## src/rtl/cpu_run_controller.sv

```systemverilog
// Run controller for the pipelined RSA processor: owns the data-memory port for host
// access while the CPU is idle, then sequences reset -> run -> halt/timeout/abort.
module cpu_run_controller #(
  parameter int unsigned RESET_CYCLES = 4,
  parameter int unsigned MAX_CYCLES   = 1000000
) (
  input  logic        i_clk,
  input  logic        i_reset,
  input  logic        i_go,
  input  logic        i_abort,
  input  logic        i_host_valid,
  output logic        o_host_ready,
  input  logic        i_host_write,
  input  logic [31:0] i_host_addr,
  input  logic [31:0] i_host_wdata,
  output logic [31:0] o_host_rdata,
  output logic        o_host_rvalid,
  output logic        o_busy,
  output logic        o_done,
  output logic [1:0]  o_status,
  output logic [31:0] o_cycle_count,
  output logic        o_cpu_reset,
  output logic        o_cpu_start,
  input  logic        i_cpu_halt,
  input  logic        i_cpu_memwrite,
  input  logic [31:0] i_cpu_addr,
  input  logic [31:0] i_cpu_wdata,
  output logic        o_mem_we,
  output logic [31:0] o_mem_addr,
  output logic [31:0] o_mem_wdata,
  input  logic [31:0] i_mem_rdata
);

  typedef enum logic [2:0] {S_IDLE, S_HRD0, S_HRD1, S_RST, S_RUN, S_FIN} state_t;
  typedef enum logic [1:0] {
    ST_NONE    = 2'b00,
    ST_HALT    = 2'b01,
    ST_TIMEOUT = 2'b10,
    ST_ABORT   = 2'b11
  } status_t;

  localparam logic [31:0] LP_LAST_RUN  = 32'(MAX_CYCLES - 1);
  localparam logic [31:0] LP_RST_LOAD  = 32'(RESET_CYCLES - 1);

  state_t      r_state;
  status_t     r_status;
  logic [31:0] r_cycle_count;
  logic [31:0] r_rst_cnt;
  logic [31:0] r_addr;
  logic [31:0] r_host_rdata;
  logic        r_host_rvalid;
  logic        r_busy;
  logic        r_done;
  logic        r_cpu_reset;
  logic        r_cpu_start;

  logic w_idle;
  logic w_run;
  logic w_hrd;
  logic w_host_acc;

  assign w_idle       = (r_state == S_IDLE);
  assign w_run        = (r_state == S_RUN);
  assign w_hrd        = (r_state == S_HRD0) || (r_state == S_HRD1);
  assign o_host_ready = w_idle & ~i_go;
  assign w_host_acc   = i_host_valid & o_host_ready;

  // CPU owns the memory port only in RUN; otherwise the host side drives it, and
  // a pending read keeps its latched address so registered memories see it stable.
  assign o_mem_we    = w_run ? i_cpu_memwrite : (w_host_acc & i_host_write);
  assign o_mem_addr  = w_run ? i_cpu_addr : (w_hrd ? r_addr : i_host_addr);
  assign o_mem_wdata = w_run ? i_cpu_wdata : i_host_wdata;

  assign o_host_rdata  = r_host_rdata;
  assign o_host_rvalid = r_host_rvalid;
  assign o_busy        = r_busy;
  assign o_done        = r_done;
  assign o_status      = r_status;
  assign o_cycle_count = r_cycle_count;
  assign o_cpu_reset   = r_cpu_reset;
  assign o_cpu_start   = r_cpu_start;

  always_ff @(posedge i_clk) begin
    if (i_reset) begin
      r_state       <= S_IDLE;
      r_status      <= ST_NONE;
      r_cycle_count <= '0;
      r_rst_cnt     <= '0;
      r_addr        <= '0;
      r_host_rdata  <= '0;
      r_host_rvalid <= 1'b0;
      r_busy        <= 1'b0;
      r_done        <= 1'b0;
      r_cpu_reset   <= 1'b1;
      r_cpu_start   <= 1'b0;
    end else begin
      // NOTE: pulse outputs default low here and are overridden below; with
      // non-blocking assignments the last write in the block wins.
      r_host_rvalid <= 1'b0;
      r_done        <= 1'b0;
      case (r_state)
        S_IDLE: begin
          if (i_go) begin
            r_state       <= S_RST;
            r_status      <= ST_NONE;
            r_cycle_count <= '0;
            r_rst_cnt     <= LP_RST_LOAD;
            r_busy        <= 1'b1;
          end else if (w_host_acc && !i_host_write) begin
            r_addr  <= i_host_addr;
            r_state <= S_HRD0;
          end
        end
        S_HRD0: r_state <= S_HRD1;
        S_HRD1: begin
          r_host_rdata  <= i_mem_rdata;
          r_host_rvalid <= 1'b1;
          r_state       <= S_IDLE;
        end
        S_RST: begin
          if (r_rst_cnt == '0) begin
            r_state     <= S_RUN;
            r_cpu_reset <= 1'b0;
            r_cpu_start <= 1'b1;
          end else begin
            r_rst_cnt <= r_rst_cnt - 32'd1;
          end
        end
        S_RUN: begin
          if (r_cycle_count != '1) r_cycle_count <= r_cycle_count + 32'd1;
          if (i_abort || i_cpu_halt || (r_cycle_count == LP_LAST_RUN)) begin
            r_state     <= S_FIN;
            r_status    <= i_abort ? ST_ABORT : (i_cpu_halt ? ST_HALT : ST_TIMEOUT);
            r_cpu_reset <= 1'b1;
            r_cpu_start <= 1'b0;
            r_busy      <= 1'b0;
            r_done      <= 1'b1;
          end
        end
        S_FIN:   r_state <= S_IDLE;
        default: r_state <= S_IDLE;
      endcase
    end
  end

endmodule

```

## config.mk

```make
export PLATFORM = sky130hd
export DESIGN_NAME = cpu_run_controller
export DESIGN_NICKNAME = d
export VERILOG_FILES = /design/src/rtl/cpu_run_controller.sv
export SDC_FILE = /design/constraint.sdc
export NUM_CORES = 1
export LEC_CHECK = 0
export CORE_MARGIN = 8
export CORE_UTILIZATION = 43
export DETAILED_ROUTE_END_ITERATION = 12
export GPL_TIMING_DRIVEN = 0
export PLACE_DENSITY_LB_ADDON = 0.25
export SLEW_MARGIN = 20
export SYNTH_ARGS = -nofsm -noshare
export SYNTH_HDL_FRONTEND = slang
export SYNTH_SLANG_ARGS = --single-unit
```

## constraint.sdc

```tcl
create_clock -name i_clk -period 2.7 [get_ports i_clk]
set_input_delay 0.54 -clock i_clk [delete_from_list [all_inputs] [get_ports i_clk]]
set_output_delay 0.54 -clock i_clk [all_outputs]
set_load 0.01 [all_outputs]
```

# Yosys cells after proc, flatten, opt, wreduce, memory -nomap -nowiden

Index checks and enable logic that the tools add are counted.

Flip-flop bits (word level): 138
Input port bits: 168
Output and inout bits: 137
Logic and storage cells: 77

$add $sub $neg: 2
Equality and inequality tests: 12
Muxes and demuxes: 30
Bitwise operators: 5
Reduce and logical (&&, ||, !) cells: 17

Operators by type and width:

| operator                | number |
|---|---|
| $mux W32                | 7 |
| $pmux W32 S2            | 2 |
| $add A32 B1 Y32 const B | 1 |
| $eq A32 B20 Y1 const B  | 1 |
| $logic_not A32 Y1       | 1 |
| $ne A32 B32 Y1 const B  | 1 |
| $sub A32 B1 Y32 const B | 1 |
| $reduce_and A3 Y1       | 6 |
| $mux W3                 | 4 |
| $pmux W3 S4             | 1 |
| $mux W1                 | 8 |
| $mux W2                 | 4 |
| $eq A3 B2 Y1 const B    | 2 |
| $ne A2 B2 Y1 const B    | 3 |
| $pmux W1 S2             | 3 |
| $reduce_bool A2 Y1      | 3 |
| $ne A2 B1 Y1 const B    | 2 |
| $pmux W2 S2             | 1 |
| $and A1 B1 Y1           | 3 |
| $eq A3 B1 Y1 const B    | 1 |
| $eq A3 B3 Y1 const B    | 1 |
| $logic_not A3 Y1        | 1 |
| $logic_or A1 B1 Y1      | 3 |
| $ne A3 B2 Y1 const B    | 1 |
| other kinds (4)         | 5 |

# Longest topological paths before layout

Depth after elaboration: 7
Mapped depth: 8
Gate-level depth less buffers: 7

# Worst setup path before layout

Ideal clock, no wire load.

Kind: reg-to-output
Start point: reg r_state[1]
End point: out o_mem_wdata[21]
Arrival: 1.724 ns
Data required time: 2.160 ns
Setup slack: 0.436 ns
Cell stages (with the launch flop): 9
Path buffers: 4
Cells stage by stage: dfxtp_1 > buf_2 > nor2_1 > and2_1 > clkbuf_1 > clkbuf_1 > clkbuf_1 > nand2_1 > nand2_1

Cells in the longest elaborated chain, start to end: 2

Ends and longest elaborated chain:

| what                   | RTL line | text |
|---|---|---|
| from (decl)            | 45       | `state_t r_state;` |
| from (signal assigned) | 85       | `r_state <= S_IDLE;` |
| from (signal assigned) | 104      | `r_state <= S_RST;` |
| from (signal assigned) | 111      | `r_state <= S_HRD0;` |
| $eq A3 B3 Y1           | 63       | `assign w_run = (r_state == S_RUN);` |
| $mux W32               | 72       | `assign o_mem_wdata = w_run ? i_cpu_wdata : i_host_wdata;` |
| to (decl)              | 30       | `output logic [31:0] o_mem_wdata,` |

No other way between the ends.

# Worst setup path after layout

Start point: reg r_state[2]
End point: out o_mem_addr[23]

Cells in the longest elaborated chain, start to end: 4
Elaborated cells between the ends (all ways): 6
Those cells by class: eq/ne (3); mux (2); reduce/logical (1)

Ends and longest elaborated chain:

| what                                         | RTL line | text |
|---|---|---|
| $eq A3 B1 Y1 or $eq A3 B2 Y1 (tied branches) | 64       | `assign w_hrd = (r_state == S_HRD0) \|\| (r_state == S_HRD1);` |
| $logic_or A1 B1 Y1                           | 64       |  |
| $mux W32                                     | 71       | `assign o_mem_addr = w_run ? i_cpu_addr : (w_hrd ? r_addr : i_host_addr);` |
| $mux W32 (*)                                 | 71       |  |
| to (decl)                                    | 29       | `output logic [31:0] o_mem_addr,` |

Mark *: on every way between the ends. The rest lies on a longest branch, timed or not.

==> results.json <==
{
  "outcome": "complete, no violations",
  "cp-end-kind": "output pin",
  "startpoint_type": "flop",
  "p_per_area_mw_per_mm2": 659,
  "report.final.slew_viol_count": 0,
  "synthCells": 958,
  "fin_nets": 1470,
  "setup_viol": 0,
  "clkLatencyLatePin_ns": 0.42,
  "synth_seq_cells": 138,
  "crit_fanout": 11,
  "floorplan.initialDensity_pct": 43.5,
  "antenna_found_initial": 1,
  "cp_data_arrival_time_ns": 2.13,
  "worstSetupPathType": "flop to output pin",
  "min-delay-start": "o_host_rdata[3]",
  "synth_enable_flop_cells": 0,
  "fill_cells": 1332,
  "finClkSkew_ns": 0.00503,
  "synth-main-ff-cell": "dfxtp_1",
  "fp.dieW_um": 145,
  "grt.total_usage_pct": 24.9,
  "synth_area_mm2": 0.00714,
  "ys.warnings.count": 0,
  "rsz0062_at_grt": "yes",
  "wire_per_inst_um": 17.9,
  "vias_per_cell": 5.44,
  "post-route-util_pct": 69.5,
  "io_pins": 305,
  "hold_viol": 0,
  "wirelength_um": 27600,
  "num_rows": 47,
  "ys_types": 64,
  "dr.first_iter.drc_count": 506,
  "syn-mean-instance-area_um2": 7.45,
  "detail-route-antenna-nets": 0,
  "gr-total-overflow": 0,
  "r2r_setup_slack_ns": 0.10,
  "core-area_mm2": 0.0164,
  "ys_seq_area_share_pct": 38.7,
  "async_flop_share_pct": 0,
  "fin_ws_ns": 0.0261,
  "reg2reg_depth": 6,
  "holdPathEnd": "o_host_rdata[3]",
  "htree_levels": 4,
  "rr_startpoint": "o_cycle_count[0]",
  "layout_min_cycle_time_ns": 2.67,
  "clock_sinks": 138,
  "r2r_end": "o_status[1]",
  "cpMaxStageDelayCell": "dfxtp_1",
  "place.gp.congestion": 0.871,
  "m1WireLength_um": 10300,
  "drive_above_1_share_pct": 11.1,
  "max-vdd-ir-drop_mv": 0.503,
  "crit_top_cell": "buf_6",
  "syn_nets": 1128,
  "clk_pin_slew_ns": 0.06,
  "period_share_pct": 99.0,
  "leakage_nw": 4.20,
  "total_power_w": 0.00751,
  "cts_hold_buffers": 0,
  "slew_headroom_pct": 48.7,
  "cts_inserted_buffers": 17,
  "setup_tns_ns": 0,
  "final_cells": 1535,
  "wl_met2_um": 13300,
  "grt_max_degree": 17,
  "max_freq_ghz": 0.374,
  "min_path_type": "flop to flop",
  "drv_cap": 0,
  "pre_cts_ws_ns": -0.868,
  "dpl.cell_count": 1482,
  "vias": 8352,
  "max_stage_delay_ns": 0.41,
  "die_area_mm2": 0.0210,
  "required_ns": 2.16,
  "area_growth_pct": 59.7,
  "worstPathCellList": "buf_4 > nor2_2 > buf_6 > buf_6 > buf_12 > mux2i_4 > o21ai_0 > clkdlybuf4s15_2",
  "hpwl_um": 20400,
  "cts_buffer_depth": 2,
  "grt_first_pass_wirelength_um": 41100,
  "port_buffers": 304,
  "firstDrtPassIters": 8,
  "cts-root-buf": "clkbuf_16",
  "dr_wl_met3_um": 3030,
  "critPathLaunch": "r_state[2]",
  "dieHeight_um": 145,
  "cts_tree": "done",
  "grt_pass1_vias": 8037,
  "drc": 0,
  "whs_path_depth": 2,
  "top_layer_used": "met4",
  "worstMarginPinSlew_ns": 0.750
}
metrics by stage:
step                instance area [µm²]  hold WS (ns)
floorplan                          7140         0.436
global placement                  10500         0.440
detailed placement                10500         0.446
CTS                               11300         0.454
global route                      11400         0.470
finish                            11400         0.451
cell type report:
| cell class | count | area (µm²) | share of cell area (%) |
|---|---|---|---|
| buffer | 58 | 387 | 3.39 |
| multi-input combinational | 752 | 4210 | 37.0 |
| tap | 220 | 275 | 2.41 |
| clock buffer | 22 | 494 | 4.33 |
| clock inverter | 10 | 139 | 1.22 |
| inverter | 10 | 37.5 | 0.329 |
| timing repair buffer | 323 | 3090 | 27.1 |
| sequential | 138 | 2760 | 24.2 |
| antenna | 2 | 5.00 | 0.0439 |
logic make-up (layout without fill, tap and decap cells):
| logic type | Yosys count | count (layout) | synth area share, % |
|---|---|---|---|
| simple gates | 481 | 482 | 32.3 |
| compound gates | 223 | 223 | 18.4 |
| flops | 138 | 138 | 38.7 |
| buf+inv | 69 | 423 | 4.08 |
| mux | 35 | 35 | 4.91 |
| xor+xnor | 10 | 10 | 1.23 |
| fa+ha+maj | 2 | 2 | 0.350 |
| other cells | 0 | 2 | 0 |
routing by layer:
metal  vias up  GRT usage, %
li1       4093             -
met1      3827          27.8
met2       368          41.9
met3        64          8.60
met4         0          11.4
met5         -             0
state kept, by name, summed over array words and instances, names as in the netlist, 2 cells and up:
register	flops
o_cycle_count	32
o_host_rdata	32
o_status	2
r_addr	32
r_rst_cnt	32
r_state	3
Yosys cell counts (3+ instances only):
library cell  instances  share of area (%)
o21ai_0              55                3.9
or3_1                29                2.5
nand2_1             286                 15
nor2_1               40                2.1
xnor2_1               7               0.86
nand4b_1              3               0.37
nor3_1               14               0.98
nand4_1              15                1.3
dfxtp_1             138                 39
nand3_1              18                1.3
a21oi_1             113                7.9
mux2i_1              35                4.9
and2_1                3               0.26
inv_1                10               0.53
or2_2                 8               0.70
nand3b_1              3               0.32
buf_2                 8               0.56
clkbuf_1             45                2.4
a211oi_1              7               0.74
xor2_1                3               0.37
or4_1                25                2.6
nor4_1               13                1.1
o31ai_1              21                2.2
o211ai_1              3               0.32
how the worst max path moves through the flow:
stage	to	slack (ns)	cells after the start
after floorplan	o_mem_wdata[21]	0.44	8
after detailed placement	o_mem_wdata[22]	-0.87	9
after global placement	o_mem_wdata[30]	-0.82	9
final	o_mem_addr[23]	0.03	8
after CTS	o_mem_addr[28]	-0.1	9
after global routing	o_mem_addr[23]	-0.05	9
critical path: cells and delay by family, from the launching register on:
family,cells,cell delay [ns]
compound gates,1,0.17
buf+inv,5,0.89
flops,1,0.41
mux,1,0.18
simple gates,1,0.08
cell usage in the layout (no fill, tap or decap), types with 8 or more instances in the layout:
cell type and n:
a21oi_1 113, buf_4 19, buf_6 10, clkbuf_1 31, clkbuf_16 18, clkbuf_2 25, clkdlybuf4s15_1 21, clkdlybuf4s50_1 238
dfxtp_1 137, dlygate4sd2_1 18, inv_1 10, mux2i_1 26, nand2_1 286, nand3_1 18, nand4_1 15, nor2_1 38
nor3_1 14, nor4_1 10, o21ai_0 51, o31ai_1 21, or2_2 8, or3_1 29, or4_1 25
where the power goes:
part | leakage [nW] | switching, W | internal, W
Combinational | 2.77 | 0.00146 | 0.00131
Sequential | 1.12 | 0.000107 | 0.00217
Clock | 0.312 | 0.000892 | 0.00157
Total | 4.20 | 0.00245 | 0.00506
repair_timing:
item	in CTS	in global routing
buffers inserted	12	5
pin swaps	4	4
endpoints found under the setup margin	66	46
endpoints found under the hold margin	0	0
gates resized for setup	148	88
gates cloned	2	1
No activity file was read; power rests on OpenSTA's default activity.
